[src/rtl/mult_pkg.sv]
// Shared definitions for the sequential shift-add multiplier: state codes,
// default operand width and counter sizing.
package mult_pkg;

  localparam int unsigned DEFAULT_WIDTH = 32;

  localparam logic [1:0] ST_IDLE = 2'd0;
  localparam logic [1:0] ST_RUN  = 2'd1;
  localparam logic [1:0] ST_FIX  = 2'd2;
  localparam logic [1:0] ST_DONE = 2'd3;

  // Must hold the value WIDTH, so one bit wider than clog2.
  function automatic int unsigned cnt_width(input int unsigned width);
    return $clog2(width) + 1;
  endfunction

endpackage

[src/rtl/mult_unit_if.sv]
// Request/response bundle between the execute-stage controller and mult_unit.
interface mult_unit_if
  import mult_pkg::*;
#(
  parameter int unsigned WIDTH = DEFAULT_WIDTH
);

  logic             start;
  logic             is_signed;
  logic [WIDTH-1:0] a;
  logic [WIDTH-1:0] b;
  logic             busy;
  logic             done;
  logic [WIDTH-1:0] hi;
  logic [WIDTH-1:0] lo;

  modport master (
    output start, is_signed, a, b,
    input  busy, done, hi, lo
  );

  modport slave (
    input  start, is_signed, a, b,
    output busy, done, hi, lo
  );

endinterface

[src/rtl/ripple_adder.sv]
// WIDTH-bit ripple-carry adder built from a chain of full adder cells.
module ripple_adder #(
  parameter int unsigned WIDTH = 32
) (
  input  logic [WIDTH-1:0] a,
  input  logic [WIDTH-1:0] b,
  input  logic             cin,
  output logic [WIDTH-1:0] sum,
  output logic             cout
);

  logic [WIDTH:0] carry;

  assign carry[0] = cin;

  for (genvar i = 0; i < WIDTH; i++) begin : g_fa
    assign sum[i]       = a[i] ^ b[i] ^ carry[i];
    assign carry[i + 1] = (a[i] & b[i]) | (carry[i] & (a[i] ^ b[i]));
  end

  assign cout = carry[WIDTH];

endmodule

[src/rtl/mult_unit.sv]
// MULT/MULTU shift-add multiplier: one ripple-adder add per cycle over WIDTH
// iterations, followed by a sign fix-up step, producing the HI/LO pair.
module mult_unit
  import mult_pkg::*;
#(
  parameter int unsigned WIDTH = DEFAULT_WIDTH
) (
  input logic        clk,
  input logic        rst,
  mult_unit_if.slave bus
);

  localparam int unsigned CW = cnt_width(WIDTH);

  logic [1:0]         state;
  logic [CW-1:0]      cnt;
  logic [WIDTH-1:0]   mcand;
  logic [2*WIDTH-1:0] p;
  logic               neg;
  logic [WIDTH-1:0]   hi_q;
  logic [WIDTH-1:0]   lo_q;

  logic [WIDTH-1:0]   mag_a;
  logic [WIDTH-1:0]   mag_b;
  logic [WIDTH-1:0]   sum;
  logic               cout;
  logic [2*WIDTH-1:0] p_fix;

  // Operands are multiplied as unsigned magnitudes; 0x80..0 maps to itself.
  always_comb begin
    mag_a = bus.a;
    mag_b = bus.b;
    if (bus.is_signed && bus.a[WIDTH-1]) mag_a = ~bus.a + WIDTH'(1);
    if (bus.is_signed && bus.b[WIDTH-1]) mag_b = ~bus.b + WIDTH'(1);
  end

  always_comb begin
    p_fix = p;
    if (neg) p_fix = ~p + (2*WIDTH)'(1);
  end

  ripple_adder #(
    .WIDTH (WIDTH)
  ) u_add (
    .a    (p[2*WIDTH-1:WIDTH]),
    .b    (mcand),
    .cin  (1'b0),
    .sum  (sum),
    .cout (cout)
  );

  always_ff @(posedge clk or negedge rst) begin
    if (!rst) begin
      state <= ST_IDLE;
      cnt   <= '0;
      mcand <= '0;
      p     <= '0;
      neg   <= 1'b0;
      hi_q  <= '0;
      lo_q  <= '0;
    end else begin
      case (state)
        ST_IDLE: begin
          if (bus.start) begin
            mcand <= mag_a;
            p     <= {{WIDTH{1'b0}}, mag_b};
            neg   <= bus.is_signed & (bus.a[WIDTH-1] ^ bus.b[WIDTH-1]);
            cnt   <= '0;
            state <= ST_RUN;
          end
        end
        ST_RUN: begin
          // Add-then-shift folded into one write of the (2*WIDTH+1)-bit value.
          if (p[0]) p <= {cout, sum, p[WIDTH-1:1]};
          else      p <= {1'b0, p[2*WIDTH-1:1]};
          cnt <= cnt + CW'(1);
          if (cnt == CW'(WIDTH - 1)) state <= ST_FIX;
        end
        ST_FIX: begin
          // Results are registered here so they are already visible in DONE.
          p     <= p_fix;
          hi_q  <= p_fix[2*WIDTH-1:WIDTH];
          lo_q  <= p_fix[WIDTH-1:0];
          state <= ST_DONE;
        end
        ST_DONE: state <= ST_IDLE;
        default: state <= ST_IDLE;
      endcase
    end
  end

  assign bus.busy = (state == ST_RUN) || (state == ST_FIX);
  assign bus.done = (state == ST_DONE);
  assign bus.hi   = hi_q;
  assign bus.lo   = lo_q;

endmodule
[src/flat_wrapper.sv]
// flat-port wrapper written by rule: the top's interface ports become plain ports
module mult_unit_flat import mult_pkg::*;
#(
  parameter int unsigned WIDTH = DEFAULT_WIDTH
)
  (clk, rst, bus_start, bus_is_signed, bus_a, bus_b, bus_busy, bus_done, bus_hi, bus_lo);
  mult_unit_if #(.WIDTH(WIDTH)) bus_i ();
  input logic clk;
  input logic rst;
  input wire logic [$bits(bus_i.start)-1:0] bus_start;
  input wire logic [$bits(bus_i.is_signed)-1:0] bus_is_signed;
  input wire logic [$bits(bus_i.a)-1:0] bus_a;
  input wire logic [$bits(bus_i.b)-1:0] bus_b;
  output wire logic [$bits(bus_i.busy)-1:0] bus_busy;
  output wire logic [$bits(bus_i.done)-1:0] bus_done;
  output wire logic [$bits(bus_i.hi)-1:0] bus_hi;
  output wire logic [$bits(bus_i.lo)-1:0] bus_lo;
  assign bus_i.start = bus_start;
  assign bus_i.is_signed = bus_is_signed;
  assign bus_i.a = bus_a;
  assign bus_i.b = bus_b;
  assign bus_busy = bus_i.busy;
  assign bus_done = bus_i.done;
  assign bus_hi = bus_i.hi;
  assign bus_lo = bus_i.lo;
  mult_unit #(.WIDTH(WIDTH)) u_core (.clk(clk), .rst(rst), .bus(bus_i));
endmodule
[config.mk]
export PLATFORM = sky130hd
export DESIGN_NAME = mult_unit_flat
export DESIGN_NICKNAME = d
export VERILOG_FILES = /design/src/rtl/mult_pkg.sv /design/src/rtl/mult_unit_if.sv /design/src/rtl/ripple_adder.sv /design/src/rtl/mult_unit.sv /design/src/flat_wrapper.sv
export SDC_FILE = /design/constraint.sdc
export NUM_CORES = 1
export LEC_CHECK = 0
export CAP_MARGIN = 15
export CORE_MARGIN = 5
export CORE_UTILIZATION = 40
export CTS_CLUSTER_SIZE = 40
export DETAILED_ROUTE_END_ITERATION = 8
export HOLD_SLACK_MARGIN = 0.03
export PLACE_DENSITY_LB_ADDON = 0.05
export SYNTH_ARGS = -nofsm -noshare
export SYNTH_HDL_FRONTEND = slang
export SYNTH_HIERARCHICAL = 1
export SYNTH_SLANG_ARGS = --single-unit
[constraint.sdc]
create_clock -name clk -period 12.86 [get_ports clk]
set_input_delay 3.215 -clock clk [delete_from_list [all_inputs] [get_ports clk]]
set_output_delay 3.215 -clock clk [all_outputs]
set_load 0.02 [all_outputs]
==> impl_metrics.ini, run 1 <==
[sta]
hold_viol_final = 0
final_max_slew_viol_count = 0
worst_pin_slew_ns = 1.11
skew_ns = 0.0152
max_slew_margin_pct = 26.0
setup_viol_count_final = 0
rsz0062_at_grt = false
period_needed_ns = 12.49
setup_ws_ns = 0.369
min_period_over_period_pct = 97.1
max_freq_ghz = 0.0801
holdWs_ns = 0.478

[power_and_ir_drop]
p_leak_nw = 5.40
power_density_mw_per_mm2 = 259
vdd_drop_max_uv = 380
pwr-share-seq_pct = 28.2
totalPowerFinal_w = 0.00360
pwr-share-comb_pct = 57.3
p_int_w = 0.00185
swShare_pct = 48.7
switching_power_w = 0.00175
power.clock.fraction_pct = 14.6

[final_layout]
n_antenna_cell = 0
multiInputGateArea_mm2 = 0.00694
final-seq-area_mm2 = 0.00423
utilization_pct = 48.2
fill_cells = 2811
layout.cells.non_filler = 1793
drive_above_1_share_pct = 9.37
syn_to_final_growth_pct = 18.8
nets = 1504

[worst_setup_path]
worstSetupPathType = reg2reg
reg2reg_to = u_core/p[62]
worst-path-stages = 38
crit_end = u_core/p[62]
worst_r2r_path_depth = 38
ff2ff_setup_slack_ns = 0.37
cp_common_cell = fa_2
crit_fanout = 2
arrival_ns = 12.82
cp-end-kind = flop
start_kind = flop
crit_buf_inv = 4
cp-startpoint = u_core/p[32]
slowest_delay_ns = 0.43
cp_top_family = adder cells
required_ns = 13.19
r2r-start = u_core/p[32]
cp_slowest_cell = dfrtp_2

[synthesis]
yosys.area_share.simple_pct = 18.7
synth.most_common_cell = dfrtp_1
synth_adder_area_share_pct = 6.34
synth_compound_area_share_pct = 21.3
synth_ff_type = dfrtp_1
synth_seq_cells = 169
async_reset_ff_share_pct = 100
syn_inst = 1330
syn-mean-instance-area_um2 = 8.78
yosys-top-cells-area = dfrtp_1 (36%), fa_1 (5.5%), xor2_1 (5.0%), o21ai_0 (4.7%), a21oi_1 (4.5%)
synth_nets = 1438
synth-edff-count = 0
syn_area_mm2 = 0.0117
synth_top_area_share_pct = 36.2
synthTopCellsByCount = dfrtp_1 (169), nand2_1 (118), nor2_1 (113)
synth_cell_types = 77
yosysTopAreaCell = dfrtp_1
synth_mux_area_share_pct = 3.49
ys_seq_area_share_pct = 36.2
synth_top_family_by_area = compound AO/OA/AOI/OAI gates
synthXorXnorAreaFrac_pct = 8.85
yosysWarnings = 6

[place]
dpl.cell_count = 1761
gp_congestion = 0.850
dpl_worst_slack_ns = -0.484
portBuffers = 133
place_hpwl_um = 25600

[clock_network]
cts_setup_buffers = 0
cts.htree.levels = 4
worstSkewPairLatency_ns = 0.45
cts-buffers-inserted = 17
cts-hold-fix-buffers = 0
cts_root_buffer = clkbuf_16
cts_sinks = 169
path_clk_slew_ns = 0.08
cts_buffer_depth = 2
cts_tree = done

[routing]
vias_per_cell = 5.76
first_iter_violations = 802
wirelength_um = 36600
avgRoutedWirePerCell_um = 20.4
drc_errors = 0
ant_nets = 0
num_vias = 10329
drt_pass1_iterations = 7

[floorplan]
fp.dieW_um = 181
rows = 62
core_mm2 = 0.0288
start_util_pct = 40.6
num_io_pins = 134
dieArea_mm2 = 0.0327
dieHeight_um = 181

[global_route]
antenna_found_initial = 0
overflow = 0
grt_pass1_vias = 9848
grt_pass1_wl_um = 58200
grt.total_usage_pct = 22.1
grt_max_degree = 98

[status]
status = finished, final reports clean

[worst_hold_path]
holdCritPathClass = reg2reg

[flow_run]
cap_violations = 0
power by group through the flow:
stage | Clock, W | Sequential (W) | Combinational [W]
6_report | 0.000525 | 0.00101 | 0.00206
5_1_grt | 0.000559 | 0.00105 | 0.00226
4_1_cts | 0.000536 | 0.00101 | 0.00205
3_5_place_dp | 0 | 0.00102 | 0.00204
3_3_place_gp | 0 | 0.00101 | 0.00203
2_1_floorplan | 0 | 0.00107 | 0.00126
metal layers:
layer / GRT usage (%) / share of wire [%] / vias to the layer above
met5: 0 / 0 / -
met4: 5.02 / 1.1 / 0
met3: 4.75 / 7.4 / 29
met2: 30.3 / 41 / 355
met1: 35.1 / 51 / 4998
li1: - / - / 4947
flip-flops by register name, summed over array words and instances, names as in the netlist:
| name | flops |
|---|---|
| u_core/p | 64 |
| u_core/bus.hi | 32 |
| u_core/bus.lo | 32 |
| u_core/mcand | 32 |
| u_core/cnt | 6 |
| u_core/state | 2 |
| u_core/neg | 1 |
final cells by class:
class                      count  area share [%]
multi-input combinational   1011            50.0
sequential                   169            30.5
timing repair buffer         151            10.6
tap                          384            3.46
clock buffer                  20            3.36
inverter                      46            1.24
clock inverter                12           0.830
cells by family after synthesis:
| kind of cell | after synthesis |
|---|---|
| buf+inv | 150 |
| simple gates | 431 |
| fa+ha+maj | 40 |
| flops | 169 |
| mux | 39 |
| compound gates | 382 |
| other cells | 1 |
| xor+xnor | 118 |
how the worst min path moves through the flow:
stage	startpoint	to	slack (ns)	depth (start not counted)
floorplan	u_core/mcand[16]	u_core/mcand[16]	0.45	2
global route	u_core/mcand[16]	u_core/mcand[16]	0.53	2
finish	u_core/mcand[16]	u_core/mcand[16]	0.48	2
global placement	u_core/mcand[16]	u_core/mcand[16]	0.46	2
detailed placement	u_core/mcand[16]	u_core/mcand[16]	0.47	2
CTS	u_core/mcand[16]	u_core/mcand[16]	0.49	2
through the flow:
| stage | cell area, um^2 | TNS [ns] |
|---|---|---|
| floorplan | 11700 | 0 |
| global placement | 13200 | -0.635 |
| detailed placement | 13200 | -0.837 |
| CTS | 13900 | 0 |
| global route | 13900 | 0 |
| finish | 13900 | 0 |
timing repair:
item	CTS	global route
endpoints found under the setup margin	3	2
gates cloned	0	0
pin swaps	0	1
resized for setup	12	8
endpoints found under the hold margin	0	0
worst min-delay path, delay by kind of cell, from the launching register on:
kind,cells,cell delay [ns]
flip-flops,1,0.34
AO/OA/AOI/OAI,1,0.06
AND/OR/NAND/NOR,1,0.04
cells in the final DEF (no fill, tap or decap), types with 21 or more instances in the layout:
master,Yosys,layout
fa_2,0,21
nand2_1,118,117
xor2_1,67,67
inv_1,45,45
nor3_1,38,38
o21ai_0,110,109
mux2i_1,25,25
a21oi_1,105,104
nand3_1,34,34
o31ai_1,23,23
nor4_1,23,23
xnor2_1,51,51
or4_1,25,25
or3_1,26,26
nor2_1,113,113
clkdlybuf4s50_1,0,132
dfrtp_1,169,166
Note: power is estimated with default switching activity, not from simulation.
==> run 2: changes to the inputs <==
--- a/config.mk
+++ b/config.mk
@@ -5,6 +5,7 @@
 export SDC_FILE = /design/constraint.sdc
 export NUM_CORES = 1
 export LEC_CHECK = 0
+export ABC_CLOCK_PERIOD_IN_PS = 12860
 export CAP_MARGIN = 15
 export CORE_MARGIN = 5
 export CORE_UTILIZATION = 40
==> results of run 2 <==
The final DEF is identical to that of run 1; final timing and power are the same.
